$ cat src/rtl/rv32i_pkg.sv
// rv32i_pkg: shared RV32I constants for the execute slice.
// Holds XLEN, major opcodes and ALU operation (funct3) encodings.
package rv32i_pkg;

    localparam int XLEN = 32;

    localparam logic [6:0] OP_IMM = 7'b0010011;
    localparam logic [6:0] OP     = 7'b0110011;
    localparam logic [6:0] LOAD   = 7'b0000011;
    localparam logic [6:0] STORE  = 7'b0100011;
    localparam logic [6:0] BRANCH = 7'b1100011;
    localparam logic [6:0] LUI    = 7'b0110111;
    localparam logic [6:0] JAL    = 7'b1101111;

    localparam logic [2:0] ALU_ADD  = 3'b000;
    localparam logic [2:0] ALU_SLL  = 3'b001;
    localparam logic [2:0] ALU_SLT  = 3'b010;
    localparam logic [2:0] ALU_SLTU = 3'b011;
    localparam logic [2:0] ALU_XOR  = 3'b100;
    localparam logic [2:0] ALU_SR   = 3'b101;
    localparam logic [2:0] ALU_OR   = 3'b110;
    localparam logic [2:0] ALU_AND  = 3'b111;

endpackage

$ cat src/rtl/exec_alu.sv
// exec_alu: combinational RV32I integer ALU.
// Ports: a, b operands; op = funct3; alt = bit 30 (SUB/SRA); y result.
module exec_alu
    import rv32i_pkg::*;
(
    input  logic [XLEN-1:0] a,
    input  logic [XLEN-1:0] b,
    input  logic [2:0]      op,
    input  logic            alt,
    output logic [XLEN-1:0] y
);

    // Only the low 5 bits of b form a shift amount.
    logic [4:0] shamt;
    logic       lt_s;
    logic       lt_u;

    assign shamt = b[4:0];
    assign lt_s  = $signed(a) < $signed(b);
    assign lt_u  = a < b;

    always_comb begin
        y = '0;
        unique case (op)
            ALU_ADD:  y = alt ? (a - b) : (a + b);
            ALU_SLL:  y = a << shamt;
            ALU_SLT:  y = {{(XLEN-1){1'b0}}, lt_s};
            ALU_SLTU: y = {{(XLEN-1){1'b0}}, lt_u};
            ALU_XOR:  y = a ^ b;
            ALU_SR:   y = alt ? XLEN'($signed(a) >>> shamt)
                              : (a >> shamt);
            ALU_OR:   y = a | b;
            ALU_AND:  y = a & b;
        endcase
    end

endmodule

$ cat src/rtl/rv32i_exec_unit.sv
// rv32i_exec_unit: execute stage with 32x32 register file and ALU.
// Ports: clk, reset (async, high); rs1/rs2/rd addresses, we, imm,
// use_imm, alu_op, alu_alt in; rs1_data, rs2_data, result out.
module rv32i_exec_unit
    import rv32i_pkg::*;
#(
    parameter int XLEN  = 32,
    parameter int NREGS = 32
) (
    input  logic            clk,
    input  logic            reset,
    input  logic [4:0]      rs1_addr,
    input  logic [4:0]      rs2_addr,
    input  logic [4:0]      rd_addr,
    input  logic            we,
    input  logic [XLEN-1:0] imm,
    input  logic            use_imm,
    input  logic [2:0]      alu_op,
    input  logic            alu_alt,
    output logic [XLEN-1:0] rs1_data,
    output logic [XLEN-1:0] rs2_data,
    output logic [XLEN-1:0] result
);

    logic [XLEN-1:0] regs [NREGS];
    logic [XLEN-1:0] op_b;

    // x0 is hardwired; reads are also forced to zero during reset.
    assign rs1_data = (reset || rs1_addr == 5'd0) ? '0
                                                   : regs[rs1_addr];
    assign rs2_data = (reset || rs2_addr == 5'd0) ? '0
                                                   : regs[rs2_addr];

    assign op_b = use_imm ? imm : rs2_data;

    exec_alu u_alu (
        .a   (rs1_data),
        .b   (op_b),
        .op  (alu_op),
        .alt (alu_alt),
        .y   (result)
    );

    always_ff @(posedge clk or posedge reset) begin
        if (reset) begin
            for (int i = 0; i < NREGS; i++) begin
                regs[i] <= '0;
            end
        end else if (we && rd_addr != 5'd0) begin
            regs[rd_addr] <= result;
        end
    end

endmodule

$ cat config.mk
export PLATFORM = sky130hd
export DESIGN_NAME = rv32i_exec_unit
export DESIGN_NICKNAME = d
export VERILOG_FILES = /design/src/rtl/rv32i_pkg.sv /design/src/rtl/exec_alu.sv /design/src/rtl/rv32i_exec_unit.sv
export SDC_FILE = /design/constraint.sdc
export NUM_CORES = 2
export LEC_CHECK = 0
export BUFFER_PORTS_ARGS = -buffer_cell sky130_fd_sc_hd__buf_2
export CAP_MARGIN = 20
export CORE_MARGIN = 4
export CORE_UTILIZATION = 45
export CTS_BUF_LIST = sky130_fd_sc_hd__clkbuf_4
export CTS_CLUSTER_SIZE = 14
export DETAILED_ROUTE_END_ITERATION = 10
export PLACE_DENSITY = 0.7
export SYNTH_ARGS = -nofsm -noshare
export SYNTH_HDL_FRONTEND = slang
export SYNTH_SLANG_ARGS = --single-unit
$ cat constraint.sdc
create_clock -name clk -period 189.1 [get_ports clk]
set_clock_uncertainty 0.05 [all_clocks]
set_input_delay 56.73 -clock clk [delete_from_list [all_inputs] [get_ports clk]]
set_output_delay 56.73 -clock clk [all_outputs]
set_load 0.02 [all_outputs]
==> flow_metrics.py <==
metrics = {
    "grt": {
        "grt_pass1_vias": 54400,
        "grt_max_degree": 157,
        "grt.busiest_layer": "met2",
        "met2_usage_pct": 50.1,
        "grtUsageMet3_pct": 9.68,
        "grt_first_pass_wirelength_mm": 369,
        "track_usage_pct": 33.8,
        "overflow": 0,
        "antenna_found_initial": 18,
        "grtUsageMet1_pct": 44.9,
    },
    "floorplanning": {
        "die_x_um": 383,
        "coreArea_um2": 140000,
        "ios": 151,
        "rows": 137,
        "die_h_um": 383,
        "initial_core_util_pct": 45.4,
        "dieArea_um2": 147000,
    },
    "route": {
        "drt-total-wl_mm": 253,
        "wl_per_cell_um": 30.8,
        "firstDrtPassIters": 9,
        "vias": 55800,
        "drc": 0,
        "drtIter0Drc": 7163,
        "vias_per_cell": 6.79,
        "ant_nets": 0,
    },
    "setup_path": {
        "crit_buf_inv": 6,
        "worst_ep_required_time_ps": 132320,
        "r2r_setup_slack_ps": 181940,
        "cp-start-kind": "input port",
        "crit_top_cell": "buf_4",
        "cp_cell_sequence": "buf_4 -> buf_4 -> buf_4 -> nand2b_4 -> buf_4 -> o221ai_1 -> a21oi_1 -> nor3_1 -> o21ai_1 -> o21a_1 -> ha_1 -> and3_1 -> nand3_1 -> a2111oi_0 -> a21oi_1 -> a211oi_1 -> o211ai_1 -> o21ai_0 -> nor3_1 -> o21ai_2 -> buf_4 -> nand2_1 -> buf_2",
        "crit_fanout": 45,
        "reg2reg_depth": 19,
        "cp_data_arrival_time_ps": 65170,
        "cpPeakStageDelay_ps": 860,
        "rr_startpoint": "regs[673]$_DFFE_PP0P_",
        "cp-startpoint": "rs2_addr[2]",
        "critical_path_class": "input port to output pin",
        "end_kind": "output pin",
        "path_delay_family": "compound AO/OA/AOI/OAI gates",
        "r2r_end": "regs[320]$_DFFE_PP0P_",
        "slowest_stage": "o21ai_1",
    },
    "cells_and_area": {
        "layout_common_cells": "dfrtp_1 (1024), nand2_1 (539), nor2_1 (539)",
        "layout_commonest_cell": "dfrtp_1",
        "fin_util_pct": 49.5,
        "multi_input_area_um2": 34900,
        "regArea_um2": 25600,
        "areaGrowthSynthToFinish_pct": 9.01,
        "reg_top3": "regs: 1024 flops",
        "largest_register_ffs": 1024,
        "fin_nets": 6341,
        "drive_gt1_share_pct": 24.8,
        "fillers": 12600,
        "regMostFlops": "regs",
    },
    "clock_network": {
        "cts_buffers": 287,
        "clkSinkCount": 1024,
        "clkLatencyLatePin_ps": 1290,
        "cts_buffer_depth": 4,
        "postCtsSetupBuffers": 0,
        "cts_hold_buf": 0,
        "htree_levels": 5,
        "cts_tree": "built",
        "root_buffer": "clkbuf_4",
        "clkTransAtPathRegs_ps": 60,
        "post_cts_resized": 0,
    },
    "timing": {
        "rsz0062_at_grt": "false",
        "finalCriticalPeriod_ps": 121950,
        "hold_viol": 0,
        "worst_pin_slew_ps": 1220,
        "setup_tns_ps": 0,
        "slew_violations": 0,
        "slew_headroom_pct": 18.2,
        "max_freq_ghz": 0.00820,
        "fin_crit_sh_pct": 64.5,
        "setup_viol": 0,
    },
    "yosys": {
        "ys_ff_latch": 1024,
        "synth_edf_count": 0,
        "synth_nets": 6331,
        "syn_area_per_cell_um2": 10.3,
        "synth-main-ff-cell": "dfrtp_1",
        "async_reset_ff_share_pct": 100,
        "syn_inst": 6177,
        "synthesis.area_um2": 63400,
        "ys_warn_count": 0,
        "synth.distinct_cells": 97,
        "ys_seq_area_share_pct": 40.4,
    },
    "power": {
        "power_density_nw_per_um2": 9.78,
        "ir_worst_vdd_uv": 5.95,
        "power.total_mw": 0.676,
        "p_leak_nw": 30.3,
    },
    "status": {
        "outcome": "finished clean",
    },
    "hold_path": {
        "whs_path_depth": 0,
        "min_from": "regs[1017]$_DFFE_PP0P_",
        "hold_end": "regs[1017]$_DFFE_PP0P_",
        "min_path_type": "flop to flop",
    },
    "place": {
        "numPortBuffers": 150,
        "dp_hpwl_mm": 165,
        "place_congestion": 1.04,
    },
    "job": {
        "drv_cap": 0,
    },
}
==> synthesized netlist by cell type, drive strengths merged (22+ instances only) <==
cell type	count	share of area (%)
a211oi	57	0.68
a21o	22	0.26
a21oi	465	3.7
a22oi	26	0.31
a31oi	211	2.1
buf	220	1.9
clkbuf	416	2.5
dfrtp	1024	40
ha	97	1.9
inv	141	0.83
mux2	327	5.8
mux2i	379	6.0
mux4	392	14
nand2	540	3.2
nand3	37	0.29
nor2	575	3.4
nor3	95	0.80
o211ai	23	0.27
o21a	37	0.44
o21ai	491	3.9
o221ai	62	0.86
o22ai	140	1.4
o31ai	45	0.54
==> power by group <==
group | switching, mW | internal (mW) | total [mW]
logic | 0.112 | 0.0809 | 0.193
registers | 0.0311 | 0.259 | 0.291
clock network | 0.0946 | 0.0984 | 0.193
total | 0.237 | 0.439 | 0.676
==> area by class of cell <==
cell class | count | area share [%]
antenna | 10 | 0.0362
inverter | 144 | 0.793
sequential | 1024 | 37.1
clock buffer | 391 | 4.25
timing repair buffer | 357 | 3.57
multi-input combinational | 4373 | 50.5
tap | 1876 | 3.40
clock inverter | 50 | 0.402
==> cell families after synthesis <==
family / after synthesis / share of synthesized area, %
mux: 1098 / 25.7
buf+inv: 780 / 5.19
xor+xnor: 23 / 0.318
fa+ha+maj: 99 / 1.98
simple gates: 1383 / 9.19
flops: 1024 / 40.4
compound gates: 1770 / 17.2
==> how the worst max path moves through the flow <==
stage	endpoint	slack, ps	cells past startpoint
final	result[31]	67150	23
after detailed placement	result[29]	67300	22
after global placement	result[29]	67430	22
after floorplan	result[31]	44810	17
after CTS	result[29]	67300	22
after global routing	result[0]	66830	23
==> metrics by stage <==
| step | cells | setup WS (ps) | instance area [µm²] | hold slack (ps) |
|---|---|---|---|---|
| global route | 8221 | 66830 | 69100 | 358 |
| detailed placement | 7765 | 67300 | 65700 | 337 |
| CTS | 8206 | 67300 | 68900 | 351 |
| global placement | 7763 | 67430 | 65700 | 332 |
| floorplan | 6177 | 44810 | 63400 | 391 |
| finish | 8225 | 67150 | 69100 | 350 |
==> metal layers <==
metal	vias to the layer above	share of wire, %
met4	8	5.9
met5	-	0.018
met1	27900	38
met2	3985	44
met3	777	12
li1	23100	-
Power figures use the tool's default switching activity.
